<file path="src/rtl/mux_rr_arbiter_4x1.sv">
// mux_rr_arbiter_4x1
// Round-robin arbiter and select sequencer for a shared 4:1 bit multiplexer.
// Four requesters each own one mux input; one of them at a time is granted
// the mux. The block drives a one-hot grant, a binary select and a valid flag.
// The muxed bit is qualified by valid.
//
// Optional feature macro: MUX_RR_ARB_TIMEOUT_EN
//   defined   : tenure counter plus forced rotation after HOLD_MAX cycles
//               when other requests are pending.
//   undefined : an owner keeps the grant as long as its request stays high.
module mux_rr_arbiter_4x1 #(
    parameter int unsigned HOLD_MAX = 4
) (
    input  logic       clk,
    input  logic       rst_n,
    input  logic [3:0] req,
    input  logic [3:0] in,
    output logic [3:0] gnt,
    output logic [1:0] sel,
    output logic       valid,
    output logic       out
);

    // The tenure counter is 4 bits wide, so HOLD_MAX must fit in 1..15.
    if ((HOLD_MAX < 1) || (HOLD_MAX > 15)) begin : g_hold_max_range
        $error("HOLD_MAX must be in the range 1..15");
    end

    typedef enum logic [0:0] {
        ST_IDLE  = 1'b0,
        ST_GRANT = 1'b1
    } state_t;

    // Round-robin search: the order is base+1, base+2, base+3, base.
    // Returns {found, index}. The loop runs from the lowest priority to the
    // highest, so the last hit is the one that is kept.
    function automatic logic [2:0] rr_pick(input logic [3:0] mask,
                                           input logic [1:0] base);
        logic [2:0] res;
        logic [1:0] idx;
        res = 3'b000;
        for (int k = 4; k >= 1; k--) begin
            idx = base + k[1:0];
            if (mask[idx]) begin
                res = {1'b1, idx};
            end else begin
                res = res;
            end
        end
        return res;
    endfunction

    state_t     state_r, state_nx_s;
    logic [3:0] gnt_r, gnt_nx_s;
    logic [1:0] sel_r, sel_nx_s;
    logic       valid_r, valid_nx_s;
    logic [1:0] ptr_r, ptr_nx_s;

    logic       arb_en_s;      // arbitrate on this edge
    logic [3:0] arb_mask_s;    // candidates for this arbitration
    logic       keep_empty_s;  // no candidate left: the owner keeps the grant
    logic [2:0] pick_s;        // {found, winner index}

`ifdef MUX_RR_ARB_TIMEOUT_EN
    localparam logic [3:0] HOLD_LAST = 4'(HOLD_MAX - 1);
    logic [3:0] cnt_r, cnt_nx_s;
`endif

    // Next-state logic: pick a winner on entry, on a drop, or on a tenure expiry.
    always_comb begin
        state_nx_s   = state_r;
        gnt_nx_s     = gnt_r;
        sel_nx_s     = sel_r;
        valid_nx_s   = valid_r;
        ptr_nx_s     = ptr_r;
        arb_en_s     = 1'b0;
        arb_mask_s   = 4'b0000;
        keep_empty_s = 1'b0;
`ifdef MUX_RR_ARB_TIMEOUT_EN
        cnt_nx_s     = cnt_r;
`endif
        case (state_r)
            ST_IDLE: begin
                arb_en_s   = 1'b1;
                arb_mask_s = req;
            end
            ST_GRANT: begin
                if (!req[sel_r]) begin
                    // The owner released. A release takes precedence over
                    // forced rotation, and both pick the same winner.
                    arb_en_s   = 1'b1;
                    arb_mask_s = req & ~gnt_r;
                end else begin
`ifdef MUX_RR_ARB_TIMEOUT_EN
                    if (cnt_r == HOLD_LAST) begin
                        arb_en_s     = 1'b1;
                        arb_mask_s   = req & ~gnt_r;
                        keep_empty_s = 1'b1;
                    end else if (cnt_r != 4'hF) begin
                        cnt_nx_s = cnt_r + 4'd1;
                    end else begin
                        cnt_nx_s = cnt_r;
                    end
`else
                    arb_en_s = 1'b0;
`endif
                end
            end
            default: begin
                state_nx_s = ST_IDLE;
                gnt_nx_s   = 4'b0000;
                valid_nx_s = 1'b0;
            end
        endcase

        pick_s = rr_pick(arb_mask_s, ptr_r);

        if (arb_en_s) begin
            if (pick_s[2]) begin
                state_nx_s = ST_GRANT;
                gnt_nx_s   = 4'b0001 << pick_s[1:0];
                sel_nx_s   = pick_s[1:0];
                valid_nx_s = 1'b1;
                ptr_nx_s   = pick_s[1:0];
`ifdef MUX_RR_ARB_TIMEOUT_EN
                cnt_nx_s   = 4'd0;
`endif
            end else if (keep_empty_s) begin
`ifdef MUX_RR_ARB_TIMEOUT_EN
                cnt_nx_s   = 4'd0;
`else
                state_nx_s = state_r;
`endif
            end else begin
                // Nobody is requesting: go idle. sel keeps its last value.
                state_nx_s = ST_IDLE;
                gnt_nx_s   = 4'b0000;
                valid_nx_s = 1'b0;
`ifdef MUX_RR_ARB_TIMEOUT_EN
                cnt_nx_s   = 4'd0;
`endif
            end
        end else begin
            state_nx_s = state_nx_s;
        end
    end

    // State, grant and pointer registers. Reset clears them asynchronously.
    always_ff @(posedge clk or negedge rst_n) begin
        if (!rst_n) begin
            state_r <= ST_IDLE;
            gnt_r   <= 4'b0000;
            sel_r   <= 2'd0;
            valid_r <= 1'b0;
            ptr_r   <= 2'd3;
        end else begin
            state_r <= state_nx_s;
            gnt_r   <= gnt_nx_s;
            sel_r   <= sel_nx_s;
            valid_r <= valid_nx_s;
            ptr_r   <= ptr_nx_s;
        end
    end

`ifdef MUX_RR_ARB_TIMEOUT_EN
    // Tenure counter for the current owner.
    always_ff @(posedge clk or negedge rst_n) begin
        if (!rst_n) begin
            cnt_r <= 4'd0;
        end else begin
            cnt_r <= cnt_nx_s;
        end
    end
`endif

    assign gnt   = gnt_r;
    assign sel   = sel_r;
    assign valid = valid_r;

    // Muxed data bit: it follows `in` within the cycle and is gated by valid.
    always_comb begin
        if (valid_r) begin
            out = in[sel_r];
        end else begin
            out = 1'b0;
        end
    end

endmodule
</file>
<file path="config.mk">
export PLATFORM = sky130hd
export DESIGN_NAME = mux_rr_arbiter_4x1
export DESIGN_NICKNAME = d
export VERILOG_FILES = /design/src/rtl/mux_rr_arbiter_4x1.sv
export SDC_FILE = /design/constraint.sdc
export NUM_CORES = 1
export LEC_CHECK = 0
export BUFFER_PORTS_ARGS = -buffer_cell sky130_fd_sc_hd__buf_2
export CAP_MARGIN = 15
export CORE_AREA = 2 2 39 41
export CTS_BUF_LIST = sky130_fd_sc_hd__clkbuf_2 sky130_fd_sc_hd__clkbuf_4 sky130_fd_sc_hd__clkbuf_8
export CTS_CLUSTER_DIAMETER = 60
export DETAILED_ROUTE_END_ITERATION = 10
export DIE_AREA = 0 0 41 43
export PLACE_DENSITY = 0.66
export SLEW_MARGIN = 20
export SYNTH_ARGS = -nofsm -noshare
export SYNTH_HDL_FRONTEND = slang
export SYNTH_SLANG_ARGS = --single-unit
export TNS_END_PERCENT = 20
</file>
<file path="constraint.sdc">
create_clock -name clk -period 4.8 [get_ports clk]
set_clock_uncertainty 0.15 [all_clocks]
set_input_delay 0.96 -clock clk [delete_from_list [all_inputs] [get_ports clk]]
set_output_delay 0.96 -clock clk [all_outputs]
set_load 0.02 [all_outputs]
</file>
==> metrics.cfg <==
[placed_design]
io_buffers = 17
pre_cts_slack_ns = 1.82
gp_congestion = 0.793
dpl-instance-area_um2 = 666
dp_hpwl_um = 1080

[sta]
finalMaxSlewViolations = 0
period_share = 0.619
rsz0062_at_grt = no
setup_ws_ns = 1.83
hold_violations = 0
setup_viol = 0
min_period_ns = 2.97
setup_tns_ns = 0
worst_slew_pin_slew_ns = 0.670
fmax_mhz = 337
relSlewSlack = 0.549

[yosys]
synth_fp_nets = 65
synth_compound_area_frac = 0.330
synthCells = 55
synth_simple_gate_area_frac = 0.163
yosysTopAreaCell = dfrtp_1
ys_ff_latch = 9
avgSynthCellArea_um2 = 10.4
synth.top_cell.area_share = 0.308
synth_warnings = 0
synth_adder_area_share = 0
synth_ff_type = dfrtp_1
ys_seq_area_frac = 0.400
synth_edf_count = 0
synth_xor_area_frac = 0
synth_area_leaders = dfrtp_1, dfstp_2, nand2_1
synthMuxAreaShare = 0.0857
yosysUniqueCellTypes = 32
async_reset_ff_frac = 1.00
syn-cell-area_um2 = 569
synth_top_family_by_area = compound AO/OA/AOI/OAI gates

[routing]
wl_um = 1390
ant_nets = 0
first_iter_violations = 11
drcViolationCount = 0
wl_per_cell_um = 15.4
firstDrtPassIters = 4
vias_per_cell = 5.98
vias = 538

[cells_and_area]
diodes = 0
syn_to_final_growth_pct = 21.8
final_area_um2 = 693
nets = 85
register_area_um2 = 228
nFillCells = 137
drive_gt1_frac = 0.405
final_util = 0.501
multi_input_area_um2 = 329

[worst_setup_path]
path_cells = buf_2 > mux4_1 > and2_1 > buf_2
crit_slowest_cell = mux4_1
reg2reg_slack_ns = 2.65
cp.arrival_ns = 1.86
required_ns = 3.69
cpMostUsedCell = buf_2
max_stage_delay_ns = 0.48
endpoint_kind = primary output
critical_path_class = in -> out
crit_fanout = 1
cp-start-kind = primary input

[floorplanning]
start_util = 0.411
die_x_um = 41
rows = 14
die-area_um2 = 1760
ios = 18
die_height_um = 43
core_area_um2 = 1380

[clock_network]
postCtsHoldBufs = 0
cts_tree = built
clk_pin_slew_worst_paths_ns = 0.08
cts-root-buf = clkbuf_4
cts_sinks = 9
worstSkewPairLatency_ns = 0.28
clockBufferDepth = 2
htreeDepth = 1
cts_buffers = 3
cts_setup_buffers = 0
cts.repair.resized = 0

[global_routing]
grt_pass1_vias = 512
antenna_found_initial = 0
overflow = 0
grt_max_degree = 14
grt_pass1_wl_um = 2260
grt_use_total = 0.190

[worst_hold_path]
hp-class = in -> async

[power]
p_leak_uw = 0.000314
power_uw = 512
power_density_nw_per_um2 = 739
vdd_ir_drop_max_uv = 304

[status]
status = finished, final reports clean

[flow_run]
cap_violations = 0

[logic make-up (layout without fill, tap and decap cells)]
family / after synthesis / count (layout)
AOI/OAI and AO/OA: 23 / 23
buffers and inverters: 3 / 22
DFF: 9 / 9
and+or+nand+nor: 18 / 18
muxes: 2 / 2
[layout make-up]
cell class                 instances  area share
clock buffer                       3      0.0325
clock inverter                     1     0.00722
inverter                           1     0.00542
multi-input combinational         43       0.475
sequential                         9       0.329
tap                               16      0.0289
timing repair buffer              17       0.123
[report_power, final]
| group | leakage (µW) | internal [µW] | switching, µW | total, µW |
|---|---|---|---|---|
| Combinational | 0.000190 | 117 | 160 | 278 |
| Clock | 0.0000177 | 30.8 | 31.3 | 62.1 |
| Sequential | 0.000106 | 120 | 52.5 | 173 |
[layer usage]
layer  GRT usage  share of wire
met4      0.0800         0.0079
met5           0              0
met3      0.0471          0.037
met1       0.266           0.45
met2       0.272           0.50
[metrics by stage]
stage,std cells,hold slack [ns]
floorplan,55,0.332
global placement,86,0.357
detailed placement,86,0.371
CTS,90,0.376
global route,90,0.388
finish,90,0.370
[synth_stat cells, drive strengths merged, types with 2 or more instances]
master	instances
dfstp	2
mux4	2
a21bo	2
a21oi	2
a211oi	2
nor2	2
nand2	8
nor3	2
o22ai	2
and2	2
dfrtp	7
a21boi	5
a32o	2
o21ai	2
[final timing paths]
path                       depth (start not counted)        to  startpoint
max in group asynchronous                          1  ptr_r[1]       rst_n
setup / recovery                                   4       out       in[1]
hold / removal                                     1    gnt[1]       rst_n
min in group clk                                   2  ptr_r[0]    ptr_r[0]
hold reg to reg                                    2  ptr_r[0]    ptr_r[0]
setup reg to reg                                   5    gnt[0]       valid
[placed cells by master (no fill, tap or decap), types with 2 or more instances in the layout]
| cell | netlist | final |
|---|---|---|
| a21bo_2 | 2 | 2 |
| dfrtp_1 | 7 | 7 |
| nand2_1 | 8 | 8 |
| clkbuf_4 | 0 | 3 |
| a32o_1 | 2 | 2 |
| buf_2 | 1 | 17 |
| nor3_1 | 2 | 2 |
| dfstp_2 | 2 | 2 |
| a211oi_1 | 2 | 2 |
| a21oi_1 | 2 | 2 |
| a21boi_0 | 2 | 2 |
| o22ai_1 | 2 | 2 |
| nor2_1 | 2 | 2 |
| a21boi_1 | 2 | 2 |
[sequential cells by signal (all words and copies together) (netlist names)]
register and cells:
gnt 4, ptr_r 2, sel 2, valid 1
[worst max-delay path, delay by kind of cell]
family | cells | cell delay [ns]
and+or+nand+nor | 1 | 0.17
buffers and inverters | 2 | 0.25
muxes | 1 | 0.48
Note: power is estimated with default switching activity, not from simulation.
